### config.mk
export PLATFORM = sky130hd
export DESIGN_NAME = banner_scroll_ctrl
export DESIGN_NICKNAME = d
export VERILOG_FILES = /design/src/rtl/banner_scroll_ctrl.sv
export SDC_FILE = /design/constraint.sdc
export NUM_CORES = 1
export LEC_CHECK = 0
export CORE_UTILIZATION = 50
export CTS_BUF_LIST = sky130_fd_sc_hd__clkbuf_2
export DETAILED_ROUTE_END_ITERATION = 8
export PLACE_DENSITY_LB_ADDON = 0.3
export SYNTH_ARGS = -nofsm -noshare
export SYNTH_HDL_FRONTEND = slang
export SYNTH_SLANG_ARGS = --single-unit
### constraint.sdc
create_clock -name clk -period 4.51 [get_ports clk]
set_clock_uncertainty 0.15 [all_clocks]
set_input_delay 0.902 -clock clk [delete_from_list [all_inputs] [get_ports clk]]
set_output_delay 0.902 -clock clk [all_outputs]
set_load 0.005 [all_outputs]
### src/rtl/banner_scroll_ctrl.sv
// Banner scroll sequencer: on each frame request it reads every glyph ROM row and
// hands a WIN_W-column window at the current scroll offset to the framebuffer writer.
module banner_scroll_ctrl #(
   parameter int ROWS       = 15,
   parameter int BANNER_W   = 71,
   parameter int WIN_W      = 16,
   parameter int SCROLL_DIV = 4
) (
   input  logic                clk,
   input  logic                rst,
   input  logic                enable,
   input  logic                frame_tick,
   output logic [4:0]          rom_address,
   input  logic [BANNER_W-1:0] rom_data,
   output logic                row_valid,
   input  logic                row_ready,
   output logic [4:0]          row_index,
   output logic [WIN_W-1:0]    row_pixels,
   output logic [6:0]          scroll_offset,
   output logic                busy,
   output logic                frame_done,
   output logic                overrun
);

   localparam int TICK_W = (SCROLL_DIV > 1) ? $clog2(SCROLL_DIV) : 1;

   typedef enum logic [1:0] {
      IDLE    = 2'd0,
      FETCH   = 2'd1,
      CAPTURE = 2'd2,
      PRESENT = 2'd3
   } state_t;

   state_t              state_r;
   logic                pending_r;
   logic                step_pending_r;
   logic [TICK_W-1:0]   tick_cnt_r;
   logic [4:0]          row_r;

   logic                request_s;
   logic                consume_s;
   logic                tick_wrap_s;

   // Doubling the word makes the wrap-around window a plain left shift.
   function automatic logic [WIN_W-1:0] window_of(input logic [BANNER_W-1:0] data,
                                                  input logic [6:0]          offset);
      logic [2*BANNER_W-1:0] doubled;
      doubled = {data, data} << offset;
      return doubled[2*BANNER_W-1 -: WIN_W];
   endfunction

   assign request_s   = enable & frame_tick;
   assign consume_s   = (state_r == IDLE) & pending_r;
   assign tick_wrap_s = (tick_cnt_r == TICK_W'(SCROLL_DIV - 1));

   // Request bookkeeping, scroll stepping and the row sequencing FSM.
   always_ff @(posedge clk) begin
      if (rst) begin
         state_r        <= IDLE;
         pending_r      <= 1'b0;
         step_pending_r <= 1'b0;
         tick_cnt_r     <= '0;
         row_r          <= 5'd0;
         rom_address    <= 5'd0;
         row_valid      <= 1'b0;
         row_index      <= 5'd0;
         row_pixels     <= '0;
         scroll_offset  <= 7'd0;
         busy           <= 1'b0;
         frame_done     <= 1'b0;
         overrun        <= 1'b0;
      end else begin
         frame_done <= 1'b0;

         case (state_r)
            IDLE: begin
               if (pending_r) begin
                  if (step_pending_r) begin
                     scroll_offset <= (scroll_offset == 7'(BANNER_W - 1)) ? 7'd0
                                                                           : scroll_offset + 7'd1;
                  end
                  step_pending_r <= 1'b0;
                  row_r          <= 5'd0;
                  rom_address    <= 5'd0;
                  busy           <= 1'b1;
                  state_r        <= FETCH;
               end else begin
                  busy <= 1'b0;
               end
            end
            FETCH: begin
               state_r <= CAPTURE;
            end
            CAPTURE: begin
               row_pixels <= window_of(rom_data, scroll_offset);
               row_index  <= row_r;
               row_valid  <= 1'b1;
               state_r    <= PRESENT;
            end
            PRESENT: begin
               if (row_valid && row_ready) begin
                  row_valid <= 1'b0;
                  if (row_r == 5'(ROWS - 1)) begin
                     frame_done <= 1'b1;
                     busy       <= 1'b0;
                     state_r    <= IDLE;
                  end else begin
                     row_r       <= row_r + 5'd1;
                     rom_address <= row_r + 5'd1;
                     state_r     <= FETCH;
                  end
               end else begin
                  state_r <= PRESENT;
               end
            end
            default: begin
               row_valid <= 1'b0;
               busy      <= 1'b0;
               state_r   <= IDLE;
            end
         endcase

         // Placed after the FSM so a request landing on a consume cycle re-arms pending.
         if (request_s) begin
            pending_r <= 1'b1;
            if (pending_r && !consume_s) begin
               overrun <= 1'b1;
            end
            if (tick_wrap_s) begin
               tick_cnt_r     <= '0;
               step_pending_r <= 1'b1;
            end else begin
               tick_cnt_r <= tick_cnt_r + TICK_W'(1);
            end
         end else if (consume_s) begin
            pending_r <= 1'b0;
         end
      end
   end

endmodule

==> flow_summary_export.csv, run 1 <==
group,metric,value,unit
job,drv_cap,0,
floorplanning,design.die.area,12300,µm²
cts,clk_latency,0.43,ns
critical_path,cp_top_family,"multiplexers",
floorplanning,coreArea,11500,µm²
status,status,"completed",
synthesis,ys_ff_latch,43,
timing,final-max-slew-violation-count,0,
critical_path,reg2reg_depth,7,
critical_path,crit_type,"reg2reg",
synthesis,ys.flop_type,"dfxtp_1",
timing,finalHoldViolCount,0,
detailed_routing,viasPerCell,7.03,
floorplanning,rows,39,
critical_path,end_kind,"flop",
critical_path,cp-start-kind,"flop",
detailed_routing,dr_total_vias,5673,
cts,cts_resized,0,
synthesis,synth_cells,585,
timing,tightest_slew,0.948,ns
synthesis,synth_top_area_frac,0.362,
critical_path,crit_end,"row_pixels[11]$_SDFFE_PP0P_",
detailed_routing,wirelength,20400,µm
synthesis,ys_types,61,
layout,stdcell_count,807,
layout,area_delta_synth_final,20.8,%
synthesis,yosysWarnings,0,
timing,rsz0062_at_grt,"no",
placed_design,port_buffers,112,
synthesis,synth_area,5920,µm²
timing,setup_viol,0,
synthesis,synthTopCellsByArea,"mux4_2 36%, dfxtp_1 15%, mux2i_1 10%",
critical_path,critPathBufInv,1,
synthesis,synth_commonest_cells,"95 x mux4_2, 63 x nor2_1, 61 x mux2i_1",
placed_design,dpl.cell_count,799,
min_path,hold_path_class,"reg2reg",
synthesis,yosys.area.top_type,"mux4_2",
critical_path,rr_startpoint,"scroll_offset[1]$_SDFFE_PP0P_",
critical_path,path_cells,"buf_4 > mux4_2 > mux2i_1 > o22ai_1 > or3_1 > a221oi_1 > nor4_1",
critical_path,required,4.67,ns
timing,min_period_over_period,0.735,
timing,period_needed,3.32,ns
critical_path,crit_cells,7,
layout,n_antenna_cell,0,
layout,nNetsFinal,747,
floorplanning,die_width,111,µm
pwr,power,1140,µW
placed_design,gp_congestion,0.982,
floorplanning,fp.dieH,111,µm
pwr,powerDensity,159,nW/µm²
grt,antenna_found_initial,0,
cts,root_buffer,"clkbuf_2",
cts,cts-buffers-inserted,5,
layout,finalInstanceArea,7150,µm²
grt,grt_pass1_wl,31600,µm
critical_path,rrSetupSlack,1.19,ns
cts,clk_pin_slew_worst_paths,0.25,ns
timing,maxSlewHeadroom,0.367,
placed_design,dpl.hpwl,16300,µm
floorplanning,start_util,0.516,
placed_design,dpl-instance-area,7080,µm²
grt,grt_max_degree,64,
detailed_routing,wire_per_inst,25.2,µm
cts,h-tree-depth,2,
grt,grt_pass1_vias,5555,
synthesis,synth_edf_count,0,
cts,clock-sinks,43,
cts,clockBufferDepth,2,
synthesis,synth_area_per_cell,10.1,µm²
synthesis,yosysMostFrequentCell,"mux4_2",
critical_path,cpPeakStageDelay,0.80,ns
cts,postCtsSetupBuffers,0,
detailed_routing,final_antenna_net_count,0,
critical_path,crit_start,"scroll_offset[1]$_SDFFE_PP0P_",
pwr,vdd_drop_max,0.000162,V
grt,grt-ovfl-total,0,
detailed_routing,firstDrtPassIters,6,
layout,final_util,0.623,
timing,clock.fmax,0.302,GHz
cts,cts.hold.buffers_added,0,
timing,fin_tns_setup,0,ns
detailed_routing,drc,0,
synthesis,syn_nets,669,
critical_path,r2r_end,"row_pixels[11]$_SDFFE_PP0P_",
detailed_routing,drt_iter0_markers,727,
floorplanning,io_pins,113,
grt,grt_usage,0.330,
critical_path,crit_slowest_cell,"dfxtp_4",
synthesis,async_reset_ff_frac,0,
pwr,p_leak,0.00231,µW
synthesis,ys_seq_area_frac,0.145,
critical_path,cp_max_fo,37,
critical_path,crit_arrival,3.47,ns
cts,cts_tree,"done",
layout,drive_gt1_frac,0.233,
how the worst min path moves through the flow:
stage | from | end | depth (start not counted) | slack, ns
4_1_cts | row_pixels[12]$_SDFFE_PP0P_ | row_pixels[12]$_SDFFE_PP0P_ | 2 | 0.33
3_5_place_dp | row_pixels[12]$_SDFFE_PP0P_ | row_pixels[12]$_SDFFE_PP0P_ | 2 | 0.30
6_report | row_pixels[12]$_SDFFE_PP0P_ | row_pixels[12]$_SDFFE_PP0P_ | 2 | 0.33
5_1_grt | row_pixels[3]$_SDFFE_PP0P_ | row_pixels[3]$_SDFFE_PP0P_ | 2 | 0.36
3_3_place_gp | row_pixels[1]$_SDFFE_PP0P_ | row_pixels[1]$_SDFFE_PP0P_ | 1 | 0.29
2_1_floorplan | tick_cnt_r[1]$_SDFFE_PP0P_ | tick_cnt_r[1]$_SDFFE_PP0P_ | 2 | 0.29
flip-flops by register name (all words and copies together), names as in the netlist:
register        flops
row_valid           1
row_pixels         16
row_index           5
tick_cnt_r          2
row_r               5
pending_r           1
busy                1
frame_done          1
scroll_offset       7
overrun             1
state_r             2
step_pending_r      1
cell type report:
cell class	instances	area (µm²)
well taps	143	179
repair buffers	125	1240
multi-input cells	476	4740
fillers	951	4320
clock inverters	3	42.5
flip-flops and latches	43	872
clock buffers	5	25.0
inverters	12	45.0
stage by stage:
step | hold slack (ns) | setup WS [ns]
floorplan | 0.290 | 1.69
global placement | 0.288 | 0.917
detailed placement | 0.301 | 0.911
CTS | 0.332 | 1.21
global route | 0.359 | 1.00
finish | 0.326 | 1.19
layer usage:
metal / global-route usage / share of wire / up-vias / wire length, µm
met4: 0.144 / 0.043 / 0 / 869
met1: 0.465 / 0.41 / 2761 / 8410
met3: 0.0519 / 0.089 / 50 / 1820
met5: 0 / 0 / - / 0
met2: 0.505 / 0.45 / 374 / 9250
li1: - / - / 2488 / -
placed cells by master (no fill, tap or decap), types with 6 or more instances in the layout:
master           instances
dfxtp_1                 38
mux2_2                  31
o21ai_0                 11
a211oi_1                 6
clkdlybuf4s50_1        112
and3_1                   6
a221oi_1                 6
inv_1                   11
o211ai_1                 6
nand3_1                  8
ha_1                     8
nor3_1                   8
nand2_1                 53
a31oi_1                  8
o22ai_1                  6
nor2_1                  63
a21oi_1                 20
mux4_2                  95
buf_4                   11
mux2i_1                 61
a22oi_1                  6
worst min-delay path, stage by stage (launching register included):
cell and delay (ns):
dfxtp_1 0.36, nand2_1 0.05, o31ai_1 0.05
where the power goes:
group          switching (µW)  internal, µW  leakage (µW)
clock network             139          94.1     0.0000410
logic                     232           243       0.00192
registers                19.2           410      0.000351
kinds of logic (layout without fill, tap and decap cells):
group           count (synthesis)  in the layout  share of synthesized area
simple gates                  171            171                      0.130
xor+xnor                        8              8                     0.0118
compound gates                101            101                      0.117
buf+inv                        66            145                     0.0533
fa+ha+maj                       8              8                     0.0169
mux                           188            188                      0.526
flops                          43             43                      0.145
(Power assumes the default switching activity.)
==> run 2: changes to the inputs <==
==> constraint.sdc (replaced) <==
create_clock -name clk -period 3.4 [get_ports clk]
set_clock_uncertainty 0.15 [all_clocks]
set_input_delay 0.68 -clock clk [delete_from_list [all_inputs] [get_ports clk]]
set_output_delay 0.68 -clock clk [all_outputs]
set_load 0.005 [all_outputs]
==> run 2 against run 1 <==
Sequential cell count unchanged. Register-to-register slack lost 0.90 ns. Critical path depth is the same. Final cell count is 2.5% higher. Non-clock buffer count rose by 20. Die area unchanged. Worst hold slack worse by 0.010 ns. Largest cell class unchanged. Setup slack got worse by 0.90 ns. Total power rose by 35%. Core utilization increased by 1.6 points. Clock power increased by 35%.
==> flow_summary_export.csv, run 2 (synthesis gave the netlist of run 1 again) <==
group,metric,value,unit
critical_path,cp-start-kind,"flop",
critical_path,rr_startpoint,"scroll_offset[1]$_SDFFE_PP0P_",
cts,cts.hold.buffers_added,0,
placed_design,dpl.hpwl,17100,µm
floorplanning,fp.dieH,111,µm
placed_design,port_buffers,112,
min_path,hp-start,"row_pixels[3]$_SDFFE_PP0P_",
grt,grt_usage,0.339,
cts,cts_resized,0,
layout,regMostFlops,"row_pixels",
critical_path,end_kind,"flop",
floorplanning,die_width,111,µm
layout,n_antenna_cell,0,
floorplanning,io_pins,113,
pwr,p_leak,0.00242,µW
pwr,power,1530,µW
critical_path,cp_top_family,"multiplexers",
floorplanning,coreArea,11500,µm²
timing,tightest_slew,0.825,ns
grt,grt_pass1_wl,32100,µm
placed_design,pre_cts_ws,-0.0137,ns
critical_path,path_cells,"buf_12 > mux4_2 > mux2i_1 > o2bb2ai_1 > or4_1 > a21oi_1 > o31ai_1",
layout,nNetsFinal,767,
cts,clock-sinks,43,
critical_path,crit_start,"scroll_offset[1]$_SDFFE_PP0P_",
timing,period_needed,3.11,ns
critical_path,cp_max_fo,24,
critical_path,crit_slowest_cell,"mux4_2",
floorplanning,start_util,0.516,
timing,rsz0062_at_grt,"no",
grt,grt_max_degree,64,
detailed_routing,wirelength,20800,µm
detailed_routing,drt_iter0_markers,579,
status,status,"completed",
timing,final-max-slew-violation-count,0,
cts,clockBufferDepth,2,
floorplanning,rows,39,
critical_path,cpPeakStageDelay,0.58,ns
job,drv_cap,0,
cts,root_buffer,"clkbuf_2",
critical_path,critPathBufInv,1,
grt,grt-ovfl-total,0,
timing,setup_viol,0,
detailed_routing,dr_total_vias,5779,
cts,cts-buffers-inserted,5,
critical_path,required,3.60,ns
cts,clk_pin_slew_worst_paths,0.26,ns
layout,area_delta_synth_final,23.8,%
layout,reg_top3,"row_pixels: 16 flops, scroll_offset: 7 flops",
critical_path,crit_arrival,3.31,ns
detailed_routing,wire_per_inst,25.1,µm
timing,finalHoldViolCount,0,
timing,maxSlewHeadroom,0.450,
pwr,vdd_drop_max,0.000192,V
cts,h-tree-depth,2,
cts,cts_tree,"done",
cts,postCtsSetupBuffers,0,
pwr,powerDensity,209,nW/µm²
detailed_routing,drc,0,
layout,drive_gt1_frac,0.257,
placed_design,gp_congestion,1.02,
timing,clock.fmax,0.322,GHz
timing,worst_slack,0.295,ns
layout,mostFrequentLayoutCell,"clkdlybuf4s50_1",
timing,fin_tns_setup,0,ns
detailed_routing,firstDrtPassIters,6,
min_path,hold_path_class,"reg2reg",
timing,min_period_over_period,0.913,
floorplanning,design.die.area,12300,µm²
detailed_routing,viasPerCell,6.99,
detailed_routing,final_antenna_net_count,0,
critical_path,crit_type,"reg2reg",
layout,final_cell_mix,"112 x clkdlybuf4s50_1, 95 x mux4_2, 63 x nor2_1, 61 x mux2i_1, 53 x nand2_1",
grt,grt_pass1_vias,5527,
grt,antenna_found_initial,0,
layout,largest_reg_flops,16,
cts,clk_latency,0.46,ns
run 2: report_power, final:
group	switching, µW	total, µW	leakage (µW)	internal [µW]
Sequential	27.2	571	0.000351	544
Combinational	315	646	0.00203	331
Clock	189	317	0.0000436	128
run 2: path summary, 6_finish.rpt:
kind / to / slack, ns / cells after the start
setup / recovery: row_pixels[4]$_SDFFE_PP0P_ / 0.29 / 7
hold / removal: row_pixels[3]$_SDFFE_PP0P_ / 0.32 / 2
setup reg to reg: row_pixels[4]$_SDFFE_PP0P_ / 0.29 / 7
hold reg to reg: row_pixels[3]$_SDFFE_PP0P_ / 0.32 / 2
run 2: layout make-up:
| type | count | area (µm²) |
|---|---|---|
| flip-flops and latches | 43 | 872 |
| multi-input cells | 476 | 4740 |
| repair buffers | 145 | 1420 |
| fillers | 958 | 4140 |
| well taps | 143 | 179 |
| clock buffers | 5 | 25.0 |
| inverters | 12 | 45.0 |
| clock inverters | 3 | 47.5 |
run 2: layer usage:
metal	up-vias	track usage	wire [µm]	share of wire
met5	-	0	0	0
met4	0	0.146	884	0.043
met3	62	0.0536	1990	0.096
met2	392	0.540	9570	0.46
met1	2796	0.461	8320	0.40
li1	2529	-	-	-
run 2: metrics by stage:
step	area, µm²	util	hold slack [ns]	std cells
4_1_cts	7330	0.639	0.324	827
5_1_grt	7330	0.639	0.346	827
3_3_place_gp	7260	0.633	0.287	819
2_1_floorplan	5920	-	0.290	585
6_report	7330	0.639	0.316	827
3_5_place_dp	7260	0.633	0.298	819
run 2: worst register-to-register path, cell delays in order (launching register included):
cell and delay (ns):
dfxtp_4 0.56, buf_12 0.25, mux4_2 0.59, mux2i_1 0.38
o2bb2ai_1 0.24, or4_1 0.56, a21oi_1 0.18, o31ai_1 0.08
==> run 3: changes to the inputs <==
--- a/config.mk
+++ b/config.mk
@@ -5,7 +5,8 @@
 export SDC_FILE = /design/constraint.sdc
 export NUM_CORES = 1
 export LEC_CHECK = 0
-export CORE_UTILIZATION = 50
+export CORE_MARGIN = 4
+export CORE_UTILIZATION = 55
 export CTS_BUF_LIST = sky130_fd_sc_hd__clkbuf_2
 export DETAILED_ROUTE_END_ITERATION = 8
 export PLACE_DENSITY_LB_ADDON = 0.3
==> run 3 against run 2 <==
Maximum frequency grew 2.7%. Non-clock buffer count shrank 10. Final cell count shrank 1.9%. Critical endpoint is now row_pixels[15]$_SDFFE_PP0P_. Total power shrank 5.0%. Register-to-register slack gained 0.08 ns.
==> flow_summary_export.csv, run 3 (synthesis gave the netlist of run 1 again) <==
group,metric,value,unit
status,status,"completed",
cts,cts_resized,0,
timing,setup_viol,0,
layout,area_delta_synth_final,22.5,%
timing,fin_tns_setup,0,ns
min_path,whs_path_depth,2,
layout,drive_gt1_frac,0.246,
timing,maxSlewHeadroom,0.360,
timing,period_needed,3.03,ns
layout,regMostFlops,"row_pixels",
placed_design,pre_cts_ws,0.0441,ns
floorplanning,io_pins,113,
pwr,p_leak,0.00237,µW
critical_path,r2r_end,"row_pixels[15]$_SDFFE_PP0P_",
critical_path,rr_startpoint,"scroll_offset[1]$_SDFFE_PP0P_",
job,drv_cap,0,
critical_path,crit_end,"row_pixels[15]$_SDFFE_PP0P_",
pwr,powerDensity,201,nW/µm²
layout,reg_top3,"row_pixels: 16 flops, scroll_offset: 7 flops",
cts,clock-sinks,43,
grt,grt_usage,0.337,
critical_path,crit_arrival,3.19,ns
grt,grt_pass1_vias,5869,
timing,rsz0062_at_grt,"no",
detailed_routing,drc,0,
cts,clk_latency,0.43,ns
placed_design,gp_congestion,1.05,
layout,largest_reg_flops,16,
floorplanning,design.die.area,12500,µm²
timing,finalHoldViolCount,0,
pwr,power.share.sequential,0.394,
critical_path,cp_max_fo,25,
timing,clock.fmax,0.331,GHz
cts,clk_pin_slew_worst_paths,0.22,ns
layout,mostFrequentLayoutCell,"clkdlybuf4s50_1",
critical_path,crit_start,"scroll_offset[1]$_SDFFE_PP0P_",
timing,timing.hold.ws,0.331,ns
floorplanning,rows,37,
pwr,combPwrFrac,0.441,
detailed_routing,dr_total_vias,5933,
grt,grt_pass1_wl,33200,µm
layout,final_util,0.696,
detailed_routing,wirelength,21300,µm
critical_path,required,3.57,ns
critical_path,rrSetupSlack,0.37,ns
cts,root_buffer,"clkbuf_2",
floorplanning,start_util,0.568,
cts,h-tree-depth,2,
grt,grt-ovfl-total,0,
timing,final-max-slew-violation-count,0,
detailed_routing,viasPerCell,7.32,
critical_path,crit_type,"reg2reg",
layout,final_cell_mix,"112 x clkdlybuf4s50_1, 95 x mux4_2, 63 x nor2_1, 61 x mux2i_1, 53 x nand2_1",
detailed_routing,firstDrtPassIters,7,
detailed_routing,drt_iter0_markers,869,
pwr,p_sw_frac,0.366,
floorplanning,coreArea,10400,µm²
timing,worst_slack,0.375,ns
cts,cts_tree,"done",
timing,tightest_slew,0.958,ns
critical_path,reg2reg_depth,8,
placed_design,port_buffers,112,
grt,antenna_found_initial,1,
detailed_routing,final_antenna_net_count,0,
pwr,vdd_drop_max,0.000234,V
cts,postCtsSetupBuffers,0,
cts,cts.hold.buffers_added,0,
layout,nNetsFinal,757,
cts,clockBufferDepth,2,
layout,nFillCells,817,
min_path,hold_path_class,"reg2reg",
pwr,switchingPower,532,µW
cts,cts-buffers-inserted,5,
critical_path,end_kind,"flop",
placed_design,dpl.hpwl,17000,µm
grt,grt_max_degree,64,
critical_path,cp-start-kind,"flop",
pwr,power.internal,924,µW
detailed_routing,wire_per_inst,26.2,µm
floorplanning,die_width,112,µm
timing,min_period_over_period,0.890,
floorplanning,fp.dieH,112,µm
pwr,clkPwrFrac,0.165,
run 3: cell count changes in the layout (fill, tap and decap cells not counted), sizes merged:
cell and change:
buf -10, bufinv -1, clkinv -1, clkinvlp +1, diode +1, inv +1
run 3: power by group through the flow:
stage / clock, µW / sequential (µW) / combinational [µW]
after floorplan: 0 / 580 / 325
after global placement: 0 / 580 / 610
after detailed placement: 0 / 583 / 628
after CTS: 248 / 573 / 631
after global routing: 273 / 579 / 684
final: 240 / 574 / 642
run 3: how the worst min path moves through the flow:
| stage | from | end | slack, ns |
|---|---|---|---|
| after detailed placement | row_pixels[4]$_SDFFE_PP0P_ | row_pixels[4]$_SDFFE_PP0P_ | 0.29 |
| final | tick_cnt_r[1]$_SDFFE_PP0P_ | tick_cnt_r[1]$_SDFFE_PP0P_ | 0.33 |
| after global routing | row_pixels[4]$_SDFFE_PP0P_ | row_pixels[4]$_SDFFE_PP0P_ | 0.36 |
| after CTS | row_pixels[4]$_SDFFE_PP0P_ | row_pixels[4]$_SDFFE_PP0P_ | 0.33 |
| after global placement | row_pixels[4]$_SDFFE_PP0P_ | row_pixels[4]$_SDFFE_PP0P_ | 0.29 |
| after floorplan | tick_cnt_r[1]$_SDFFE_PP0P_ | tick_cnt_r[1]$_SDFFE_PP0P_ | 0.29 |
run 3: worst max-delay path: stages (launching register included):
cell and delay [ns]:
dfxtp_4 0.53, buf_12 0.24, buf_4 0.20, mux4_2 0.57, mux2i_1 0.26, o21ai_0 0.15
mux4_2 0.50, o22ai_1 0.23, nor3_1 0.07
run 3: cell type report:
cell class	count	area [µm²]	area share
Antenna cell	1	2.50	0.000345
Inverter	12	45.0	0.00621
Multi-Input combinational cell	476	4740	0.654
Clock buffer	5	25.0	0.00345
Timing Repair Buffer	135	1370	0.189
Clock inverter	3	22.5	0.00311
Tap cell	136	170	0.0235
Sequential cell	43	872	0.120
run 3: routing by layer:
| metal | vias to the layer above | part of all wire | GRT usage | wire, µm |
|---|---|---|---|---|
| li1 | 2507 | - | - | - |
| met1 | 2860 | 0.37 | 0.444 | 7780 |
| met2 | 489 | 0.47 | 0.536 | 9960 |
| met3 | 77 | 0.11 | 0.0614 | 2350 |
| met4 | 0 | 0.055 | 0.170 | 1160 |
| met5 | - | 0 | 0 | 0 |
run 3: through the flow:
stage / std cells / total power, µW / instance area (µm²)
after global routing: 811 / 1540 / 7250
after detailed placement: 802 / 1210 / 7200
after floorplan: 585 / 905 / 5920
final: 811 / 1460 / 7250
after CTS: 810 / 1450 / 7250
after global placement: 802 / 1190 / 7200
